==> config.mk <==
export PLATFORM = sky130hd
export DESIGN_NAME = ex_operand_stage_flat
export DESIGN_NICKNAME = d
export VERILOG_FILES = /design/src/rtl/ex_operand_stage_if.sv /design/src/rtl/ex_operand_stage.sv /design/src/flat_wrapper.sv
export SDC_FILE = /design/constraint.sdc
export NUM_CORES = 1
export LEC_CHECK = 0
export ABC_CLOCK_PERIOD_IN_PS = 3600
export BUFFER_PORTS_ARGS = -buffer_cell sky130_fd_sc_hd__clkbuf_2
export CORE_MARGIN = 4
export CORE_UTILIZATION = 53
export DETAILED_ROUTE_END_ITERATION = 8
export GPL_ROUTABILITY_DRIVEN = 0
export PLACE_DENSITY = 0.88
export SETUP_SLACK_MARGIN = 0.15
export SLEW_MARGIN = 0
export SYNTH_ARGS = -nofsm -noshare
export SYNTH_HDL_FRONTEND = slang
export SYNTH_SLANG_ARGS = --single-unit
==> constraint.sdc <==
create_clock -name clk -period 3.6 [get_ports clk]
set_clock_uncertainty 0.15 [all_clocks]
set_input_delay 0.36 -clock clk [delete_from_list [all_inputs] [get_ports clk]]
set_output_delay 0.36 -clock clk [all_outputs]
set_load 0.005 [all_outputs]
==> src/rtl/ex_operand_stage_if.sv <==
// Decode-to-execute operand bus: ID-stage fields, bypass candidates from MEM/WB,
// and the forwarded operands and registered control returned by the EX stage.
interface ex_operand_stage_if;
  logic        id_valid;
  logic [31:0] id_pc;
  logic [4:0]  id_rs1;
  logic [4:0]  id_rs2;
  logic [4:0]  id_rd;
  logic [31:0] id_rf_rd1;
  logic [31:0] id_rf_rd2;
  logic [31:0] id_imm;
  logic [3:0]  id_alu_ctrl;
  logic        id_src1_sel;
  logic        id_src2_sel;
  logic        id_reg_write;
  logic        id_mem_read;
  logic        flush;
  logic [4:0]  mem_rd;
  logic        mem_reg_write;
  logic [31:0] mem_result;
  logic [4:0]  wb_rd;
  logic        wb_reg_write;
  logic [31:0] wb_result;
  logic [31:0] operand1;
  logic [31:0] operand2;
  logic [3:0]  alu_ctrl;
  logic        ex_valid;
  logic        ex_reg_write;
  logic        ex_mem_read;
  logic [4:0]  ex_rd;
  logic [31:0] ex_rs2_data;
  logic        id_stall;

  // Pipeline side: drives decode fields and bypass candidates.
  modport master (
    output id_valid, id_pc, id_rs1, id_rs2, id_rd, id_rf_rd1, id_rf_rd2, id_imm,
           id_alu_ctrl, id_src1_sel, id_src2_sel, id_reg_write, id_mem_read, flush,
           mem_rd, mem_reg_write, mem_result, wb_rd, wb_reg_write, wb_result,
    input  operand1, operand2, alu_ctrl, ex_valid, ex_reg_write, ex_mem_read, ex_rd,
           ex_rs2_data, id_stall
  );

  // EX operand stage side.
  modport slave (
    input  id_valid, id_pc, id_rs1, id_rs2, id_rd, id_rf_rd1, id_rf_rd2, id_imm,
           id_alu_ctrl, id_src1_sel, id_src2_sel, id_reg_write, id_mem_read, flush,
           mem_rd, mem_reg_write, mem_result, wb_rd, wb_reg_write, wb_result,
    output operand1, operand2, alu_ctrl, ex_valid, ex_reg_write, ex_mem_read, ex_rd,
           ex_rs2_data, id_stall
  );
endinterface

==> src/rtl/ex_operand_stage.sv <==
// EX operand stage: ID/EX pipeline register, load-use hazard detection and
// MEM/WB operand forwarding into the ALU operand muxes.
module ex_operand_stage (
  input logic               clk,
  input logic               rst_n,
  ex_operand_stage_if.slave bus
);

  logic        ex_valid_q;
  logic [31:0] pc_q;
  logic [4:0]  rs1_q;
  logic [4:0]  rs2_q;
  logic [4:0]  rd_q;
  logic [31:0] rf_rd1_q;
  logic [31:0] rf_rd2_q;
  logic [31:0] imm_q;
  logic [3:0]  alu_ctrl_q;
  logic        src1_sel_q;
  logic        src2_sel_q;
  logic        reg_write_q;
  logic        mem_read_q;

  logic        stall;
  logic [31:0] fwd_rs1;
  logic [31:0] fwd_rs2;

  // Load-use hazard: a valid load in EX targets a register the ID instruction reads.
  always_comb begin
    stall = 1'b0;
    if (ex_valid_q && mem_read_q && (rd_q != 5'd0) && bus.id_valid) begin
      stall = ((rd_q == bus.id_rs1) && !bus.id_src1_sel) || (rd_q == bus.id_rs2);
    end
  end

  // Pipeline register: flush beats stall beats load; data fields hold on a bubble.
  always_ff @(posedge clk or negedge rst_n) begin
    if (!rst_n) begin
      ex_valid_q  <= 1'b0;
      pc_q        <= 32'd0;
      rs1_q       <= 5'd0;
      rs2_q       <= 5'd0;
      rd_q        <= 5'd0;
      rf_rd1_q    <= 32'd0;
      rf_rd2_q    <= 32'd0;
      imm_q       <= 32'd0;
      alu_ctrl_q  <= 4'd0;
      src1_sel_q  <= 1'b0;
      src2_sel_q  <= 1'b0;
      reg_write_q <= 1'b0;
      mem_read_q  <= 1'b0;
    end else if (bus.flush || stall) begin
      ex_valid_q  <= 1'b0;
      reg_write_q <= 1'b0;
      mem_read_q  <= 1'b0;
    end else begin
      ex_valid_q  <= bus.id_valid;
      pc_q        <= bus.id_pc;
      rs1_q       <= bus.id_rs1;
      rs2_q       <= bus.id_rs2;
      rd_q        <= bus.id_rd;
      rf_rd1_q    <= bus.id_rf_rd1;
      rf_rd2_q    <= bus.id_rf_rd2;
      imm_q       <= bus.id_imm;
      alu_ctrl_q  <= bus.id_alu_ctrl;
      src1_sel_q  <= bus.id_src1_sel;
      src2_sel_q  <= bus.id_src2_sel;
      reg_write_q <= bus.id_reg_write & bus.id_valid;
      mem_read_q  <= bus.id_mem_read & bus.id_valid;
    end
  end

  // Bypass: MEM is younger than WB so it wins; x0 is never forwarded.
  always_comb begin
    fwd_rs1 = rf_rd1_q;
    if (bus.mem_reg_write && (bus.mem_rd != 5'd0) && (bus.mem_rd == rs1_q)) begin
      fwd_rs1 = bus.mem_result;
    end else if (bus.wb_reg_write && (bus.wb_rd != 5'd0) && (bus.wb_rd == rs1_q)) begin
      fwd_rs1 = bus.wb_result;
    end
    fwd_rs2 = rf_rd2_q;
    if (bus.mem_reg_write && (bus.mem_rd != 5'd0) && (bus.mem_rd == rs2_q)) begin
      fwd_rs2 = bus.mem_result;
    end else if (bus.wb_reg_write && (bus.wb_rd != 5'd0) && (bus.wb_rd == rs2_q)) begin
      fwd_rs2 = bus.wb_result;
    end
  end

  // Operand muxes and registered control outputs.
  always_comb begin
    bus.operand1     = src1_sel_q ? pc_q : fwd_rs1;
    bus.operand2     = src2_sel_q ? imm_q : fwd_rs2;
    bus.ex_rs2_data  = fwd_rs2;
    bus.alu_ctrl     = alu_ctrl_q;
    bus.ex_valid     = ex_valid_q;
    bus.ex_reg_write = reg_write_q;
    bus.ex_mem_read  = mem_read_q;
    bus.ex_rd        = rd_q;
    bus.id_stall     = stall;
  end

endmodule

==> src/flat_wrapper.sv <==
// flat-port wrapper written by rule: the top's interface ports become plain ports
module ex_operand_stage_flat 
  (clk, rst_n, bus_id_valid, bus_id_pc, bus_id_rs1, bus_id_rs2, bus_id_rd, bus_id_rf_rd1, bus_id_rf_rd2, bus_id_imm, bus_id_alu_ctrl, bus_id_src1_sel, bus_id_src2_sel, bus_id_reg_write, bus_id_mem_read, bus_flush, bus_mem_rd, bus_mem_reg_write, bus_mem_result, bus_wb_rd, bus_wb_reg_write, bus_wb_result, bus_operand1, bus_operand2, bus_alu_ctrl, bus_ex_valid, bus_ex_reg_write, bus_ex_mem_read, bus_ex_rd, bus_ex_rs2_data, bus_id_stall);
  ex_operand_stage_if bus_i ();
  input logic clk;
  input logic rst_n;
  input wire logic [$bits(bus_i.id_valid)-1:0] bus_id_valid;
  input wire logic [$bits(bus_i.id_pc)-1:0] bus_id_pc;
  input wire logic [$bits(bus_i.id_rs1)-1:0] bus_id_rs1;
  input wire logic [$bits(bus_i.id_rs2)-1:0] bus_id_rs2;
  input wire logic [$bits(bus_i.id_rd)-1:0] bus_id_rd;
  input wire logic [$bits(bus_i.id_rf_rd1)-1:0] bus_id_rf_rd1;
  input wire logic [$bits(bus_i.id_rf_rd2)-1:0] bus_id_rf_rd2;
  input wire logic [$bits(bus_i.id_imm)-1:0] bus_id_imm;
  input wire logic [$bits(bus_i.id_alu_ctrl)-1:0] bus_id_alu_ctrl;
  input wire logic [$bits(bus_i.id_src1_sel)-1:0] bus_id_src1_sel;
  input wire logic [$bits(bus_i.id_src2_sel)-1:0] bus_id_src2_sel;
  input wire logic [$bits(bus_i.id_reg_write)-1:0] bus_id_reg_write;
  input wire logic [$bits(bus_i.id_mem_read)-1:0] bus_id_mem_read;
  input wire logic [$bits(bus_i.flush)-1:0] bus_flush;
  input wire logic [$bits(bus_i.mem_rd)-1:0] bus_mem_rd;
  input wire logic [$bits(bus_i.mem_reg_write)-1:0] bus_mem_reg_write;
  input wire logic [$bits(bus_i.mem_result)-1:0] bus_mem_result;
  input wire logic [$bits(bus_i.wb_rd)-1:0] bus_wb_rd;
  input wire logic [$bits(bus_i.wb_reg_write)-1:0] bus_wb_reg_write;
  input wire logic [$bits(bus_i.wb_result)-1:0] bus_wb_result;
  output wire logic [$bits(bus_i.operand1)-1:0] bus_operand1;
  output wire logic [$bits(bus_i.operand2)-1:0] bus_operand2;
  output wire logic [$bits(bus_i.alu_ctrl)-1:0] bus_alu_ctrl;
  output wire logic [$bits(bus_i.ex_valid)-1:0] bus_ex_valid;
  output wire logic [$bits(bus_i.ex_reg_write)-1:0] bus_ex_reg_write;
  output wire logic [$bits(bus_i.ex_mem_read)-1:0] bus_ex_mem_read;
  output wire logic [$bits(bus_i.ex_rd)-1:0] bus_ex_rd;
  output wire logic [$bits(bus_i.ex_rs2_data)-1:0] bus_ex_rs2_data;
  output wire logic [$bits(bus_i.id_stall)-1:0] bus_id_stall;
  assign bus_i.id_valid = bus_id_valid;
  assign bus_i.id_pc = bus_id_pc;
  assign bus_i.id_rs1 = bus_id_rs1;
  assign bus_i.id_rs2 = bus_id_rs2;
  assign bus_i.id_rd = bus_id_rd;
  assign bus_i.id_rf_rd1 = bus_id_rf_rd1;
  assign bus_i.id_rf_rd2 = bus_id_rf_rd2;
  assign bus_i.id_imm = bus_id_imm;
  assign bus_i.id_alu_ctrl = bus_id_alu_ctrl;
  assign bus_i.id_src1_sel = bus_id_src1_sel;
  assign bus_i.id_src2_sel = bus_id_src2_sel;
  assign bus_i.id_reg_write = bus_id_reg_write;
  assign bus_i.id_mem_read = bus_id_mem_read;
  assign bus_i.flush = bus_flush;
  assign bus_i.mem_rd = bus_mem_rd;
  assign bus_i.mem_reg_write = bus_mem_reg_write;
  assign bus_i.mem_result = bus_mem_result;
  assign bus_i.wb_rd = bus_wb_rd;
  assign bus_i.wb_reg_write = bus_wb_reg_write;
  assign bus_i.wb_result = bus_wb_result;
  assign bus_operand1 = bus_i.operand1;
  assign bus_operand2 = bus_i.operand2;
  assign bus_alu_ctrl = bus_i.alu_ctrl;
  assign bus_ex_valid = bus_i.ex_valid;
  assign bus_ex_reg_write = bus_i.ex_reg_write;
  assign bus_ex_mem_read = bus_i.ex_mem_read;
  assign bus_ex_rd = bus_i.ex_rd;
  assign bus_ex_rs2_data = bus_i.ex_rs2_data;
  assign bus_id_stall = bus_i.id_stall;
  ex_operand_stage u_core (.clk(clk), .rst_n(rst_n), .bus(bus_i));
endmodule
======== Yosys cells after proc, flatten, opt, wreduce, memory -nomap -nowiden ========
Index checks and enable logic that the tools add are counted.
Widths: inputs -> output; s select.
word-level totals
  register bits after elaboration ......... 152
  input bits .............................. 231
  output and inout port bits .............. 109
  word-level logic and storage cells ...... 47
cells by class
  equal/unequal tests ..................... 6
  mux-type cells .......................... 10
  bitwise logic cells ..................... 2
  reductions and logical operators ........ 16
operators by type and width
  operator           count
  $mux 32            6
  $eq 5x5->1         6
  $reduce_bool 5->1  3
  $logic_and 1x1->1  10
  $mux 1             4
  $and 1x1->1        2
  $logic_or 1x1->1   2
  $logic_not 1->1    1

======== Longest topological paths before layout ========
  word-level depth ........................ 6
  gate-level depth with buffers ........... 7
  gate-level depth less buffers ........... 6

======== Least setup slack after synthesis ========
Ideal clock, no wire load.
  path type ............................... input to output
  from .................................... in bus_mem_rd[0]
  to ...................................... out bus_operand2[24]
  data arrival time ....................... 1.835 ns
  data required time ...................... 3.090 ns
  slack ................................... 1.255 ns
  stages .................................. 6
  path buffers ............................ 1
  cells stage by stage .................... or4_1 o211a_1 nand3_1 clkbuf_1 nor3_1 a221oi_2
on the way
  longest elaborated chain between the ends .. 5
  elaborated cells on any way between the ends .. 6
  classes of those cells .................. 1 x eq/ne; 2 x mux; 3 x reduce/logical
ends and longest elaborated chain
  item                   RTL line                source
  start, declared        flat_wrapper.sv:21      input wire logic [$bits(bus_i.mem_rd)-1:0] bus_mem_rd;
  $reduce_bool 5->1      ex_operand_stage.sv:81  if (bus.mem_reg_write && (bus.mem_rd != 5'd0) && (bus.mem_rd == rs2_q)) begin
  $logic_and 1x1->1      ex_operand_stage.sv:81
  $logic_and 1x1->1 (*)  ex_operand_stage.sv:81
  $mux 32 (*)            ex_operand_stage.sv:81
  $mux 32 (*)            ex_operand_stage.sv:91  bus.operand2 = src2_sel_q ? imm_q : fwd_rs2;
  end, declared          flat_wrapper.sv:28      output wire logic [$bits(bus_i.operand2)-1:0] bus_operand2;
Every way passes the cells marked *; elsewhere a longest branch is shown, timed or not.

======== Final worst setup path ========
  from .................................... reg u_core.rs2_q[3]
  to ...................................... out bus_operand2[11]
on the way
  longest elaborated chain between the ends .. 5
  elaborated cells on any way between the ends .. 7
  classes of those cells .................. 2 x eq/ne; 3 x mux; 2 x reduce/logical
ends and longest elaborated chain
  item                    RTL line                source
  start, declared         ex_operand_stage.sv:12  logic [4:0] rs2_q;
  start signal, assigned  ex_operand_stage.sv:59  rs2_q <= bus.id_rs2;
  $eq 5x5->1              ex_operand_stage.sv:83  end else if (bus.wb_reg_write && (bus.wb_rd != 5'd0) && (bus.wb_rd == rs2_q)) begin
  $logic_and 1x1->1       ex_operand_stage.sv:83
  $mux 32                 ex_operand_stage.sv:83
  $mux 32 (*)             ex_operand_stage.sv:81
  $mux 32 (*)             ex_operand_stage.sv:91
Marks and branches as above.

==> impl_metrics.json <==
{
  "clk_root_buffer_cell": "sky130_fd_sc_hd__clkbuf_16",
  "grt.met2_usage": 0.514,
  "rows": 46,
  "total_leakage_power_nw": 5.54,
  "asyncSetResetFlopFracSynth": 1.00,
  "worst_ir_drop_vdd_uv": 315,
  "ys_dominant_reg_cell": "sky130_fd_sc_hd__dfrtp_1",
  "path_buf_inv": 2,
  "drt.antenna.violating_nets": 0,
  "detail_route.vias_per_cell": 5.87,
  "insertedDiodeCount": 0,
  "area_growth_syn_to_layout_pct": 28.6,
  "core_region_area_sq_um": 15900,
  "arrival_ns": 2.79,
  "maxSlewViolCount": 0,
  "final.hold.worst_slack_ns": 0.0204,
  "htree_levels": 4,
  "synth_cells": 780,
  "io_buffer_count": 339,
  "tritoncts": "done",
  "critical_path.startpoint_type": "register",
  "die_area_sq_um": 18300,
  "io-pin-count": 340,
  "insertion_delay_ns": 0.42,
  "globalRoute.busiestLayer": "met2",
  "finish.net_count": 1323,
  "grt_setup_unrepaired": "no",
  "routed_wirelength_microns": 27700,
  "finalSetupViolCount": 0,
  "cts.path.max_buffers": 2,
  "maximum_number_of_pins_on_one_net_before_global_route_repair": 90,
  "die_extent_in_x_microns": 135,
  "met1_usage": 0.358,
  "via_count_of_the_first_global_routing_pass": 7971,
  "ys.warnings.count": 0,
  "timing.setup.tns_ns": 0,
  "wire_per_inst_microns": 21.0,
  "power.density_cell_area_nw_per_um2": 441,
  "antenna_found_initial": 0,
  "max_slew_margin": 0.584,
  "min_path_type": "in -> reg",
  "grt_first_pass_wirelength_microns": 42700,
  "route.detailed.drc": 0,
  "share_of_final_layout_standard_cells_stronger_than_drive_strength_1": 0.522,
  "ys_seq_area_frac": 0.442,
  "detail_route.first_pass.iterations": 5,
  "numCtsBuffers": 17,
  "synth-seq-cells": 152,
  "cpLargestDelayFamily": "simple AND/OR/NAND/NOR gates",
  "cp-end-kind": "output pin",
  "post-route-period-util": 0.918,
  "grt.total_usage": 0.298,
  "hpwl_microns": 20600,
  "syn_nets": 1011,
  "crit_path_cell_trace": "xor2_1 > nor3_1 > nand4_4 > buf_12 > mux2i_1 > a221oi_2 > clkbuf_2",
  "cpMaxStageDelayCell": "sky130_fd_sc_hd__nor3_1",
  "syn_area_sq_um": 8610,
  "critical_path_class": "reg -> out",
  "ys_types": 31,
  "route.vias.total": 7738,
  "layout_min_cycle_time_ns": 3.30,
  "synth-edff-count": 0,
  "max_cap_violations": 0,
  "critPathRequiredTime_ns": 3.09,
  "avgSynthCellArea_sq_um": 11.0,
  "critical-path-max-stage-delay_ns": 0.43,
  "floorplan.initialDensity": 0.542,
  "worst_slew_pin_slew_ns": 0.624,
  "clock_sink_count": 152,
  "die_height_microns": 135,
  "first_iter_violations": 536,
  "hold_viol_final": 0,
  "setup_fix_buffers_added_after_clock_tree_synthesis": 0,
  "critical_path_peak_fanout": 20,
  "grt_util_met3": 0.0795,
  "run_status": "complete, no violations",
  "cts.clk_slew.worst_paths_ns": 0.06,
  "gr-total-overflow": 0,
  "fmax_mhz": 303
}
## synth_stat cells, types with 2 or more instances
| library cell | instances | share of area |
|---|---|---|
| sky130_fd_sc_hd__and4b_1 | 2 | 0.0023 |
| sky130_fd_sc_hd__xnor2_1 | 18 | 0.018 |
| sky130_fd_sc_hd__nand2_1 | 35 | 0.015 |
| sky130_fd_sc_hd__or4_1 | 2 | 0.0017 |
| sky130_fd_sc_hd__a21oi_1 | 34 | 0.020 |
| sky130_fd_sc_hd__nor2_1 | 67 | 0.029 |
| sky130_fd_sc_hd__nor3_1 | 37 | 0.022 |
| sky130_fd_sc_hd__nand4_1 | 2 | 0.0015 |
| sky130_fd_sc_hd__inv_1 | 33 | 0.014 |
| sky130_fd_sc_hd__and3_1 | 32 | 0.023 |
| sky130_fd_sc_hd__clkbuf_1 | 30 | 0.013 |
| sky130_fd_sc_hd__mux2_2 | 149 | 0.19 |
| sky130_fd_sc_hd__o31ai_1 | 32 | 0.028 |
| sky130_fd_sc_hd__a221oi_2 | 30 | 0.052 |
| sky130_fd_sc_hd__buf_4 | 8 | 0.0070 |
| sky130_fd_sc_hd__a221oi_1 | 34 | 0.035 |
| sky130_fd_sc_hd__mux2i_1 | 32 | 0.037 |
| sky130_fd_sc_hd__nand3_1 | 3 | 0.0017 |
| sky130_fd_sc_hd__buf_8 | 3 | 0.0052 |
| sky130_fd_sc_hd__xor2_1 | 12 | 0.012 |
| sky130_fd_sc_hd__dfrtp_1 | 152 | 0.44 |
| sky130_fd_sc_hd__buf_2 | 24 | 0.014 |
## logic make-up after synthesis
logic type	Yosys count	synth area share
flops	152	0.442
simple gates	184	0.102
compound gates	134	0.139
buf+inv	99	0.0549
mux	181	0.232
xor+xnor	30	0.0305
## path summary, 6_finish.rpt
kind / start / cells past startpoint / end / slack (ns)
setup / recovery: u_core.rs2_q[3] / 7 / bus_operand2[11] / 0.30
hold / removal: bus_id_rf_rd2[7] / 2 / u_core.rf_rd2_q[7] / 0.02
setup reg to reg: u_core.bus.ex_rd[2] / 6 / u_core.pc_q[11] / 1.14
hold reg to reg: u_core.imm_q[14] / 1 / u_core.imm_q[14] / 0.36
max in group asynchronous: rst_n / 3 / u_core.imm_q[28] / 2.01
min in group asynchronous: rst_n / 2 / u_core.rf_rd2_q[7] / 0.35
## registers in the layout, indices dropped and copies added (netlist names)
name,cells
u_core.rf_rd2_q,32
u_core.pc_q,32
u_core.imm_q,32
u_core.bus.ex_mem_read,1
u_core.bus.ex_valid,1
u_core.bus.alu_ctrl,4
u_core.rf_rd1_q,32
u_core.rs1_q,5
u_core.bus.ex_reg_write,1
u_core.bus.ex_rd,5
u_core.src1_sel_q,1
u_core.src2_sel_q,1
u_core.rs2_q,5
## routing by layer
layer  vias up  share of wire
li1       3478              -
met1      3764           0.38
met4         0          0.032
met2       430           0.50
met3        66          0.091
met5         -              0
## final cells by class
cell class	instances	area (sq um)
clock inverter	8	100
sequential	152	3810
fill	1172	4810
clock buffer	21	460
multi-input combinational	529	4380
tap	216	270
inverter	33	124
timing repair buffer	359	1930
## cell usage in the layout (no fill, tap or decap), types with 6 or more instances in the layout
master,netlist,layout
sky130_fd_sc_hd__mux2i_1,32,32
sky130_fd_sc_hd__a221oi_1,34,34
sky130_fd_sc_hd__xor2_1,12,12
sky130_fd_sc_hd__dfrtp_1,152,150
sky130_fd_sc_hd__a221oi_2,30,30
sky130_fd_sc_hd__clkbuf_2,0,338
sky130_fd_sc_hd__xnor2_1,18,18
sky130_fd_sc_hd__clkbuf_16,0,17
sky130_fd_sc_hd__nand2_1,35,35
sky130_fd_sc_hd__mux2_2,149,149
sky130_fd_sc_hd__inv_1,33,33
sky130_fd_sc_hd__o31ai_1,32,32
sky130_fd_sc_hd__nor2_1,67,66
sky130_fd_sc_hd__nor3_1,37,35
sky130_fd_sc_hd__buf_4,8,13
sky130_fd_sc_hd__a21oi_1,34,33
sky130_fd_sc_hd__buf_12,0,6
sky130_fd_sc_hd__and3_1,32,32
## where the power goes
| part | leakage, nW | internal, W | total, W | switching [W] |
|---|---|---|---|---|
| Sequential | 1.78 | 0.00188 | 0.00201 | 0.000130 |
| Combinational | 3.48 | 0.000568 | 0.00114 | 0.000570 |
| Clock | 0.275 | 0.00104 | 0.00174 | 0.000696 |
## metrics by stage
step                utilization  total power (W)  cells  area (sq um)  setup slack [ns]
floorplan                     -          0.00263    780          8610              1.26
CTS                       0.697          0.00490   1318         11100             0.282
global route              0.697          0.00510   1318         11100             0.168
finish                    0.697          0.00489   1318         11100             0.297
detailed placement        0.661          0.00317   1288         10500             0.526
global placement          0.661          0.00313   1288         10500             0.596
## repair_timing
action / in CTS / in global routing
hold buffers: 1 / 0
hold endpoints to repair: 63 / 0
setup endpoints to repair: 0 / 1
gates resized for setup: 0 / 0
(Power assumes the default switching activity.)
